### src/rtl/stgreg_hs.sv
// Handshaked pipeline-stage register with 2-entry skid and flush.
// Define STGREG_PERF_EN to enable the stall/bubble perf counters.
module stgreg_hs #(
  parameter int P_WIDTH     = 32,
  parameter int P_CNT_WIDTH = 16
) (
  input  logic                   iw_clk,
  input  logic                   iw_rst,
  input  logic                   iw_valid,
  output logic                   ow_ready,
  input  logic [P_WIDTH-1:0]     iw_data,
  output logic                   ow_valid,
  input  logic                   iw_ready,
  output logic [P_WIDTH-1:0]     ow_data,
  input  logic                   iw_flush,
  input  logic                   iw_cnt_clr,
  output logic [P_CNT_WIDTH-1:0] ow_stall_cnt,
  output logic [P_CNT_WIDTH-1:0] ow_bubble_cnt
);

  typedef enum logic [1:0] {
    ST_EMPTY = 2'd0,
    ST_ONE   = 2'd1,
    ST_FULL  = 2'd2
  } state_t;

  state_t state_q;
  state_t state_d;

  logic [P_WIDTH-1:0] main_q;
  logic [P_WIDTH-1:0] skid_q;

  logic in_fire;
  logic out_fire;
  logic ld_main_in;
  logic ld_main_skid;
  logic ld_skid;

  assign ow_valid = (state_q != ST_EMPTY);
  assign ow_ready = (state_q != ST_FULL);
  assign ow_data  = main_q;

  assign in_fire  = iw_valid & ow_ready;
  assign out_fire = ow_valid & iw_ready;

  always_ff @(posedge iw_clk or posedge iw_rst) begin
    if (iw_rst) begin
      state_q <= ST_EMPTY;
    end else begin
      state_q <= state_d;
    end
  end

  // Flush wins over everything and suppresses all data loads.
  always_comb begin
    state_d      = state_q;
    ld_main_in   = 1'b0;
    ld_main_skid = 1'b0;
    ld_skid      = 1'b0;
    if (iw_flush) begin
      state_d = ST_EMPTY;
    end else begin
      unique case (state_q)
        ST_EMPTY: begin
          if (in_fire) begin
            ld_main_in = 1'b1;
            state_d    = ST_ONE;
          end
        end
        ST_ONE: begin
          unique case (1'b1)
            (in_fire & out_fire): begin
              ld_main_in = 1'b1;
            end
            (in_fire & ~out_fire): begin
              ld_skid = 1'b1;
              state_d = ST_FULL;
            end
            (~in_fire & out_fire): begin
              state_d = ST_EMPTY;
            end
            default: begin
            end
          endcase
        end
        ST_FULL: begin
          if (out_fire) begin
            ld_main_skid = 1'b1;
            state_d      = ST_ONE;
          end
        end
        default: begin
          state_d = ST_EMPTY;
        end
      endcase
    end
  end

  always_ff @(posedge iw_clk or posedge iw_rst) begin
    if (iw_rst) begin
      main_q <= '0;
    end else if (ld_main_in) begin
      main_q <= iw_data;
    end else if (ld_main_skid) begin
      main_q <= skid_q;
    end
  end

  always_ff @(posedge iw_clk or posedge iw_rst) begin
    if (iw_rst) begin
      skid_q <= '0;
    end else if (ld_skid) begin
      skid_q <= iw_data;
    end
  end

`ifdef STGREG_PERF_EN
  logic [P_CNT_WIDTH-1:0] stall_q;
  logic [P_CNT_WIDTH-1:0] bubble_q;
  logic                   stall_inc;
  logic                   bubble_inc;

  assign stall_inc  = ow_valid & ~iw_ready & ~(&stall_q);
  assign bubble_inc = ~ow_valid & ~(&bubble_q);

  always_ff @(posedge iw_clk or posedge iw_rst) begin
    if (iw_rst) begin
      stall_q <= '0;
    end else if (iw_cnt_clr) begin
      stall_q <= '0;
    end else if (stall_inc) begin
      stall_q <= stall_q + P_CNT_WIDTH'(1);
    end
  end

  always_ff @(posedge iw_clk or posedge iw_rst) begin
    if (iw_rst) begin
      bubble_q <= '0;
    end else if (iw_cnt_clr) begin
      bubble_q <= '0;
    end else if (bubble_inc) begin
      bubble_q <= bubble_q + P_CNT_WIDTH'(1);
    end
  end

  assign ow_stall_cnt  = stall_q;
  assign ow_bubble_cnt = bubble_q;
`else
  logic unused_cnt_clr;

  assign unused_cnt_clr = iw_cnt_clr;
  assign ow_stall_cnt   = '0;
  assign ow_bubble_cnt  = '0;
`endif

endmodule
### config.mk
export PLATFORM = sky130hd
export DESIGN_NAME = stgreg_hs
export DESIGN_NICKNAME = d
export VERILOG_FILES = /design/src/rtl/stgreg_hs.sv
export SDC_FILE = /design/constraint.sdc
export NUM_CORES = 1
export LEC_CHECK = 0
export CAP_MARGIN = 10
export CORE_MARGIN = 5
export CORE_UTILIZATION = 45
export DETAILED_ROUTE_END_ITERATION = 8
export GPL_ROUTABILITY_DRIVEN = 0
export HOLD_SLACK_MARGIN = 0.08
export PLACE_DENSITY = 0.77
export REMOVE_ABC_BUFFERS = 1
export SYNTH_ARGS = -nofsm -noshare
export SYNTH_HDL_FRONTEND = slang
export SYNTH_SLANG_ARGS = --single-unit
export TNS_END_PERCENT = 50
### constraint.sdc
create_clock -name iw_clk -period 2.4 [get_ports iw_clk]
set_clock_uncertainty 0.05 [all_clocks]
set_input_delay 0.24 -clock iw_clk [delete_from_list [all_inputs] [get_ports iw_clk]]
set_output_delay 0.24 -clock iw_clk [all_outputs]
set_load 0.02 [all_outputs]
==> metrics.yaml, run 1 <==
logic_synthesis:
  syn-instance-count: 221
  synth_area_leaders: "dfrtp_1 (48%), mux2_4 (26%), mux2_2 (12%)"
  netlist_area_mm2: 0.00341
  ys_seq_area_share_pct: 48.5
  synth-seq-cells: 66
  syn-mean-instance-area_um2: 15.4
  yosysWarnings: 0
  synth_top_area_share_pct: 48.5
  synth_area_leader_cell: "dfrtp_1"
  synthDistinctLibCells: 20
critical_path:
  cp_data_arrival_time_ns: 1.64
  cpMaxStageDelayCell: "clkdlybuf4s50_1"
  rr_endpoint: "ow_data[30]$_DFFE_PP0P_"
  path_cells: "or2_2 > clkdlybuf4s50_1"
  r2r_cells: 4
  start_kind: "register"
  required_ns: 2.11
  r2r_slack_ns: 0.48
  max_stage_delay_ns: 0.54
  worstReg2RegStart: "state_q[0]$_DFFE_PP0P_"
  worstSetupEndpointType: "primary output"
  path_max_fanout: 7
  critPathKind: "reg2out"
finish:
  final_cell_mix: "clkdlybuf4s50_1 (70), dfrtp_1 (66), mux2_4 (60)"
  fill_cells: 578
  fin_area_mm2: 0.00431
  seqCellArea_mm2: 0.00165
  layout_commonest_cell: "clkdlybuf4s50_1"
  multiInputGateArea_mm2: 0.00155
  drive_gt1_share_pct: 41.1
  fin_cells: 403
  area_growth_pct: 26.6
  antenna_cells: 0
  final_nets: 338
global_routing:
  grt-ovfl-total: 0
  grt_pass1_vias: 2114
  grt_max_degree: 32
  grt_use_total_pct: 13.8
  antenna_found_initial: 0
  grt_pass1_wl_um: 10600
place:
  dp_hpwl_um: 4470
  port_buffers: 70
  placed_cell_area_mm2: 0.00414
  place_inst: 388
floorplanning:
  fp.dieH_um: 97.0
  start_util_pct: 46.5
  rows: 31
  dieArea_mm2: 0.00941
  die_w_um: 97.0
  io_pins: 104
  core_region_area_mm2: 0.00733
detailed_routing:
  drc: 0
  met1_length_um: 2630
  dr.pass1.iters: 3
  drt-total-wl_um: 6170
  num_vias: 1874
  wire_per_inst_um: 15.3
  wl_met3_um: 431
  top_layer_used: "met4"
  final_antenna_net_count: 0
  avgViaCountPerCell: 4.65
  route.met2.wl_um: 3060
  drt_iter0_markers: 28
run:
  drv_cap: 0
clocking:
  clk_pin_slew_worst_paths_ns: 0.07
  htreeDepth: 3
  cts_tree: "done"
  cts_setup_buffers: 0
  clkSinkCount: 66
  cts_root_buf: "clkbuf_8"
  cts_hold_buffers: 0
  cts_max_path_buffers: 2
  clock_latency_ns: 0.33
  cts_buffers: 9
  cts.repair.resized: 0
timing:
  finalMaxSlewViolations: 0
  final-hold-violation-count: 0
  timing.slew.headroom_pct: 56.0
  worst_pin_slew_ns: 0.659
  grt_setup_unrepaired: "no"
  fmax_ghz: 0.518
  layout_worst_path_cycle_share_pct: 80.5
  setup_violations: 0
  fin_crit_ns: 1.93
power_and_ir_drop:
  power.share.switching_pct: 27.8
  p_per_area_mw_per_mm2: 790
  peakVddDrop_mv: 0.441
  power_frac_clock_pct: 24.1
  power_uw: 3410
  combPwrFrac_pct: 31.1
  p_sw_uw: 946
  p_int_uw: 2460
  cellLeakagePower_uw: 0.00200
  seqPwrFrac_pct: 44.8
run_status:
  status: "finished clean"
hold_path:
  hold_path_class: "in2async"
## worst max-delay path: cells and delay by family, from the launching register on
kind          cells  cell delay (ns)
simple gates      1             0.32
buf+inv           1             0.54
flops             1             0.46
## state kept, by name, summed over array words and instances (netlist names)
| signal | count |
|---|---|
| state_q | 2 |
| skid_q | 32 |
| ow_data | 32 |
## cell usage after synthesis (all sizes together)
library cell  count
mux2             96
nor2              1
a211oi            1
inv               2
a21oi             1
o21ba             1
nand3b            2
mux2i             1
or2               1
o21ai             1
dfrtp            66
buf              42
nor4bb            1
nand2             2
nor3b             1
conb              1
or3b              1
## worst max path at each step
stage	start	to	slack (ns)	cells past startpoint
6_report	state_q[0]$_DFFE_PP0P_	ow_valid	0.47	2
5_1_grt	state_q[0]$_DFFE_PP0P_	ow_ready	0.36	3
4_1_cts	state_q[0]$_DFFE_PP0P_	ow_valid	0.44	2
3_5_place_dp	iw_flush	ow_data[30]$_DFFE_PP0P_	0.17	5
3_3_place_gp	iw_flush	ow_data[30]$_DFFE_PP0P_	0.19	5
2_1_floorplan	state_q[0]$_DFFE_PP0P_	ow_data[29]$_DFFE_PP0P_	-3.81	3
## area by class of cell
type	instances	area share (%)
Clock buffer	13	3.68
Clock inverter	2	0.290
Inverter	2	0.174
Multi-Input combinational cell	142	36.0
Sequential cell	66	38.3
Tap cell	99	2.87
Timing Repair Buffer	79	18.7
## power groups by stage
stage | registers, uW | clock network, uW | logic (uW)
finish | 1530 | 822 | 1060
global route | 1560 | 911 | 1130
CTS | 1530 | 851 | 1070
detailed placement | 1540 | 0 | 1070
global placement | 1530 | 0 | 1040
floorplan | 1650 | 0 | 564
## metal layers
layer | up-vias | track usage, %
met5 | - | 0
met4 | 0 | 3.24
met3 | 6 | 5.90
met2 | 69 | 23.0
met1 | 937 | 16.7
li1 | 862 | -
## cell families (layout without fill, tap and decap cells)
kind of cell           Yosys count  after routing  share of synthesized area [%]
other                            1             32                          0.110
DFF                             66             66                           48.5
muxes                           97             97                           38.6
AOI/OAI and AO/OA                4              4                          0.807
buffers and inverters           44             96                           10.1
and+or+nand+nor                  9              9                           1.87
## metrics by stage
step                TNS [ns]  setup slack (ns)  hold slack (ns)  util [%]
floorplan            -119.67             -3.81            0.257         -
global placement           0             0.193            0.433      56.5
detailed placement         0             0.169            0.442      56.5
CTS                        0             0.438            0.300      58.8
global route               0             0.362            0.328      58.8
finish                     0             0.468            0.293      58.8
(Power assumes the default switching activity.)
==> run 2: changes to the inputs <==
--- a/config.mk
+++ b/config.mk
@@ -7,7 +7,7 @@
 export LEC_CHECK = 0
 export CAP_MARGIN = 10
 export CORE_MARGIN = 5
-export CORE_UTILIZATION = 45
+export CORE_UTILIZATION = 43
 export DETAILED_ROUTE_END_ITERATION = 8
 export GPL_ROUTABILITY_DRIVEN = 0
 export HOLD_SLACK_MARGIN = 0.08
==> constraint.sdc (replaced) <==
create_clock -name iw_clk -period 1.5 [get_ports iw_clk]
set_clock_uncertainty 0.05 [all_clocks]
set_input_delay 0.15 -clock iw_clk [delete_from_list [all_inputs] [get_ports iw_clk]]
set_output_delay 0.15 -clock iw_clk [all_outputs]
set_load 0.02 [all_outputs]
==> metrics.yaml, run 2 (synthesis gave the netlist of run 1 again) <==
critical_path:
  critPathLaunch: "state_q[0]$_DFFE_PP0P_"  # unchanged
  start_kind: "register"  # unchanged
  cp_data_arrival_time_ns: 2.00  # was 1.64 ns
  worstReg2RegStart: "state_q[0]$_DFFE_PP0P_"  # unchanged
  path_max_fanout: 7  # unchanged
  rr_endpoint: "ow_data[26]$_DFFE_PP0P_"  # was ow_data[30]$_DFFE_PP0P_
  r2r_slack_ns: -0.32  # was 0.48 ns
  critPathKind: "reg2reg"  # was reg2out
  r2r_cells: 5  # was 4
  required_ns: 1.67  # was 2.11 ns
  worstSetupEndpointType: "register"  # was primary output
hold_path:
  hold_path_class: "in2async"  # unchanged
global_routing:
  grt-ovfl-total: 0  # unchanged
  grt_use_total_pct: 14.5  # was 13.8%
  grt_max_degree: 67  # was 32
  grt_pass1_vias: 2205  # was 2,114
  grt_pass1_wl_um: 11300  # was 10,600 um
  antenna_found_initial: 0  # unchanged
power_and_ir_drop:
  peakVddDrop_mv: 0.574  # was 0.441 mV
  p_per_area_mw_per_mm2: 1230  # was 790 mW/mm^2
  cellLeakagePower_uw: 0.00227  # was 0.00200 uW
finish:
  drive_gt1_share_pct: 46.3  # was 41.1%
  area_growth_pct: 37.0  # was 26.6%
  antenna_cells: 0  # unchanged
  fin_cells: 428  # was 403
  final_cell_mix: "mux2_4 (66), dfrtp_1 (66), clkdlybuf4s50_1 (36)"  # was clkdlybuf4s50_1 (70), dfrtp_1 (66), mux2_4 (60)
  fill_cells: 614  # was 578
  final_nets: 359  # was 338
  seqCellArea_mm2: 0.00165  # unchanged
  multiInputGateArea_mm2: 0.00158  # was 0.00155 mm^2
  final_core_util_pct: 60.4  # was 58.8%
clocking:
  cts_tree: "done"  # unchanged
  clock_latency_ns: 0.33  # about the same
  cts_hold_buffers: 0  # unchanged
  cts_max_path_buffers: 2  # unchanged
  cts_root_buf: "clkbuf_8"  # unchanged
  clkSinkCount: 66  # unchanged
  htreeDepth: 3  # unchanged
  cts_buffers: 9  # unchanged
  clk_pin_slew_worst_paths_ns: 0.07  # about the same
detailed_routing:
  avgViaCountPerCell: 4.70  # was 4.65
  drc: 0  # unchanged
  drt_iter0_markers: 22  # was 28
  dr.pass1.iters: 4  # was 3
  drt-total-wl_um: 7000  # was 6170 um
  wire_per_inst_um: 16.3  # was 15.3 um
  num_vias: 2010  # was 1,874
  final_antenna_net_count: 0  # unchanged
run:
  drv_cap: 0  # unchanged
timing:
  layout_worst_path_cycle_share_pct: 122
  fin_crit_ns: 1.82
  fmax_ghz: 0.548
  finalMaxSlewViolations: 0  # unchanged
  setup_violations: 65  # was 0
  fin_ws_ns: -0.324  # was 0.468 ns
  final-hold-violation-count: 0  # unchanged
  grt_setup_unrepaired: "yes"  # was no
run_status:
  violations: "negative setup slack"
  status: "finished with violations"  # was finished clean
floorplanning:
  dieArea_mm2: 0.00981  # was 0.00941 mm^2
  rows: 32  # was 31
  fp.dieH_um: 99.0  # was 97.0 um
  die_w_um: 99.0  # was 97.0 um
  core_region_area_mm2: 0.00773  # was 0.00733 mm^2
  start_util_pct: 44.1  # was 46.5%
  io_pins: 104  # unchanged
place:
  place_inst: 396  # was 388
  dp_hpwl_um: 4610  # was 4470 um
  port_buffers: 70  # unchanged
## run 2: cell count changes in the layout (fill, tap and decap cells not counted), moves of 2 or more
cell,delta
buf_6,+6
buf_12,+3
clkdlybuf4s50_1,-34
buf_16,+4
mux2_2,-6
mux2_4,+6
dlygate4sd2_1,+32
buf_4,+7
bufinv_16,+2
## run 2: critical path, stage by stage, from the launching register on
cell and delay, ns:
dfrtp_1 0.41, nor4bb_4 0.34, buf_4 0.20, clkbuf_16 0.16, mux2_4 0.30, mux2_4 0.25
## run 2: timing repair
action,CTS,global route
endpoints found under the setup margin,97,66
cloned,4,1
pin swaps,3,2
buffers inserted,9,4
gates resized for setup,65,4
## run 2: worst max-delay path by stage
stage | cells after the start | slack (ns) | to
6_report | 5 | -0.32 | ow_data[26]$_DFFE_PP0P_
5_1_grt | 5 | -0.39 | ow_data[0]$_DFFE_PP0P_
3_3_place_gp | 6 | -0.55 | ow_data[2]$_DFFE_PP0P_
4_1_cts | 5 | -0.34 | ow_data[0]$_DFFE_PP0P_
3_5_place_dp | 6 | -0.61 | ow_data[14]$_DFFE_PP0P_
2_1_floorplan | 3 | -4.71 | ow_data[29]$_DFFE_PP0P_
## run 2: stage by stage
step	hold slack, ns	power (uW)	setup WS, ns	area (um^2)	TNS [ns]
after detailed placement	0.444	4200	-0.610	4200	-31.25
after floorplan	0.167	3540	-4.71	3190	-190.83
final	0.139	5740	-0.324	4670	-16.79
after CTS	0.163	5800	-0.335	4620	-15.18
after global routing	0.169	6040	-0.393	4670	-20.78
after global placement	0.434	4130	-0.545	4200	-28.90
## run 2: power by group
group | total [uW] | leakage (uW) | switching (uW) | internal [uW]
clock | 1650 | 0.000109 | 677 | 977
sequential | 2440 | 0.000796 | 231 | 2210
combinational | 1650 | 0.00136 | 663 | 983
total | 5740 | 0.00227 | 1570 | 4170
## run 2: metal layers
metal	track usage [%]	share of wire [%]	wire (um)	up-vias
li1	-	-	-	910
met5	0	0	0	-
met1	18.4	44	3050	1020
met4	4.73	1.2	82	0
met2	24.2	49	3450	71
met3	3.68	6.0	421	9
## run 2: final cells by class
cell class	instances	share of cell area, %
flip-flops and latches	66	35.4
inverters	2	0.161
well taps	102	2.73
multi-input cells	142	33.9
repair buffers	100	23.2
clock buffers	11	3.03
clock inverters	5	1.66
==> run 3: changes to the inputs <==
--- a/config.mk
+++ b/config.mk
@@ -6,13 +6,14 @@
 export NUM_CORES = 1
 export LEC_CHECK = 0
 export CAP_MARGIN = 10
-export CORE_MARGIN = 5
+export CORE_MARGIN = 2
 export CORE_UTILIZATION = 43
 export DETAILED_ROUTE_END_ITERATION = 8
 export GPL_ROUTABILITY_DRIVEN = 0
 export HOLD_SLACK_MARGIN = 0.08
 export PLACE_DENSITY = 0.77
 export REMOVE_ABC_BUFFERS = 1
+export SLEW_MARGIN = 20
 export SYNTH_ARGS = -nofsm -noshare
 export SYNTH_HDL_FRONTEND = slang
 export SYNTH_SLANG_ARGS = --single-unit
==> metrics.yaml, run 3 (synthesis gave the netlist of run 1 again) <==
detailed_routing:
  top_layer_used: "met4"  # unchanged
  dr.pass1.iters: 4  # unchanged
  drt_iter0_markers: 45  # was 22
  route.met2.wl_um: 3450  # about the same
  final_antenna_net_count: 0  # unchanged
  wl_met3_um: 401  # was 421 um
  avgViaCountPerCell: 4.67  # was 4.70
  drt-total-wl_um: 6770  # was 7000 um
  wire_per_inst_um: 15.9  # was 16.3 um
  num_vias: 1985  # was 2,010
  met1_length_um: 2860  # was 3050 um
  drc: 0  # unchanged
timing:
  final-hold-violation-count: 0  # unchanged
  setup_violations: 66  # was 65
  finalMaxSlewViolations: 0  # unchanged
  fmax_ghz: 0.557  # was 0.548 GHz
  fin_crit_ns: 1.80  # was 1.82 ns
  fin_ws_ns: -0.296  # was -0.324 ns
  grt_setup_unrepaired: "yes"  # unchanged
  layout_worst_path_cycle_share_pct: 120  # was 122%
floorplanning:
  fp.dieH_um: 93.0  # was 99.0 um
  io_pins: 104  # unchanged
  die_w_um: 93.0  # was 99.0 um
  rows: 32  # unchanged
  dieArea_mm2: 0.00865  # was 0.00981 mm^2
  core_region_area_mm2: 0.00769  # was 0.00773 mm^2
  start_util_pct: 44.3  # was 44.1%
clocking:
  clk_pin_slew_worst_paths_ns: 0.07  # about the same
  clock_latency_ns: 0.34  # was 0.33 ns
  cts_max_path_buffers: 2  # unchanged
  clkSinkCount: 66  # unchanged
  cts_buffers: 9  # unchanged
  cts_tree: "done"  # unchanged
  cts_root_buf: "clkbuf_8"  # unchanged
  htreeDepth: 3  # unchanged
  cts_hold_buffers: 0  # unchanged
critical_path:
  cp_data_arrival_time_ns: 1.97  # was 2.00 ns
  worstSetupEndpointType: "register"  # unchanged
  r2r_cells: 5  # unchanged
  r2r_slack_ns: -0.30  # was -0.32 ns
  path_max_fanout: 8  # was 7
  worstReg2RegStart: "state_q[0]$_DFFE_PP0P_"  # unchanged
  critPathKind: "reg2reg"  # unchanged
  required_ns: 1.68  # was 1.67 ns
  start_kind: "register"  # unchanged
  rr_endpoint: "ow_data[15]$_DFFE_PP0P_"  # was ow_data[26]$_DFFE_PP0P_
  critPathLaunch: "state_q[0]$_DFFE_PP0P_"  # unchanged
power_and_ir_drop:
  combPwrFrac_pct: 28.7  # about the same
  p_int_uw: 4340  # was 4170 uW
  seqPwrFrac_pct: 41.3  # was 42.5%
  p_per_area_mw_per_mm2: 1260  # was 1230 mW/mm^2
  p_sw_uw: 1590  # was 1570 uW
  power.share.switching_pct: 26.8  # was 27.4%
  power_frac_clock_pct: 30.0  # was 28.8%
  cellLeakagePower_uw: 0.00232  # was 0.00227 uW
  peakVddDrop_mv: 0.712  # was 0.574 mV
run_status:
  status: "finished with violations"  # unchanged
  violations: "negative setup slack"  # unchanged
finish:
  area_growth_pct: 37.8  # was 37.0%
  drive_gt1_share_pct: 45.8  # was 46.3%
  layout_commonest_cell: "mux2_4"
  fill_cells: 626  # was 614
  final_nets: 356  # was 359
  antenna_cells: 0  # unchanged
  final_cell_mix: "mux2_4 (79), dfrtp_1 (66), clkdlybuf4s50_1 (36)"  # was mux2_4 (66), dfrtp_1 (66), clkdlybuf4s50_1 (36)
  fin_area_mm2: 0.00470  # was 0.00467 mm^2
global_routing:
  grt_max_degree: 67  # unchanged
  grt-ovfl-total: 0  # unchanged
  antenna_found_initial: 0  # unchanged
  grt_use_total_pct: 15.8  # was 14.5%
  grt_pass1_wl_um: 10500  # was 11,300 um
  grt_pass1_vias: 2088  # was 2,205
place:
  dp_hpwl_um: 4180  # was 4610 um
  post-place-ws_ns: -0.594  # was -0.610 ns
  placed_cell_area_mm2: 0.00422  # was 0.00420 mm^2
  port_buffers: 70  # unchanged
hold_path:
  hold_path_class: "in2async"  # unchanged
run:
  drv_cap: 0  # unchanged
run 3: changes by cell type in the layout (fill, tap and decap cells not counted), sizes merged:
cell,previous run,this run
bufinv,2,3
clkinv,2,3
clkinvlp,1,0
buf,31,27
run 3: repair_timing:
action                     CTS  global route
buffers inserted             5             1
cloned                       3             2
setup endpoints to repair   98            67
gates resized for setup     52            26
pin swaps                    2             3
hold endpoints to repair     0             0
run 3: cell type report:
class / count / area, um^2 / share of cell area [%]
Tap cell: 102 / 128 / 2.72
Clock inverter: 6 / 105 / 2.24
Inverter: 2 / 7.51 / 0.160
Sequential cell: 66 / 1650 / 35.2
Timing Repair Buffer: 97 / 1040 / 22.2
Clock buffer: 10 / 128 / 2.72
Multi-Input combinational cell: 142 / 1640 / 34.9
run 3: how the worst max path moves through the flow:
stage               slack (ns)                 endpoint
finish                   -0.30  ow_data[15]$_DFFE_PP0P_
global route             -0.36  ow_data[14]$_DFFE_PP0P_
CTS                      -0.29  ow_data[18]$_DFFE_PP0P_
detailed placement       -0.59  ow_data[15]$_DFFE_PP0P_
global placement         -0.55   ow_data[3]$_DFFE_PP0P_
floorplan                -4.71  ow_data[29]$_DFFE_PP0P_
run 3: critical path: stages, from the launching register on:
cell and delay (ns):
dfrtp_1 0.41, nor4bb_4 0.33, buf_4 0.20, buf_12 0.14, mux2_4 0.30, mux2_4 0.26
run 3: metrics by stage:
step	total power (uW)	hold slack, ns	TNS [ns]	util [%]	cells
3_3_place_gp	4130	0.432	-26.31	54.9	398
4_1_cts	5880	0.150	-10.67	59.1	422
6_report	5930	0.133	-13.01	61.1	425
3_5_place_dp	4200	0.446	-27.86	54.9	398
5_1_grt	6220	0.163	-16.65	61.1	425
2_1_floorplan	3540	0.167	-190.83	-	210
run 3: routing by layer:
metal	GRT usage [%]	up-vias
met5	0	-
met4	3.31	0
met3	5.88	7
met2	27.4	71
met1	18.9	1010
li1	-	897
run 3: power by group through the flow:
stage / clock network (uW) / logic, uW / registers, uW
after global routing: 1910 / 1810 / 2500
after detailed placement: 0 / 1730 / 2470
final: 1780 / 1700 / 2450
after global placement: 0 / 1680 / 2450
after CTS: 1830 / 1620 / 2440
after floorplan: 0 / 903 / 2630
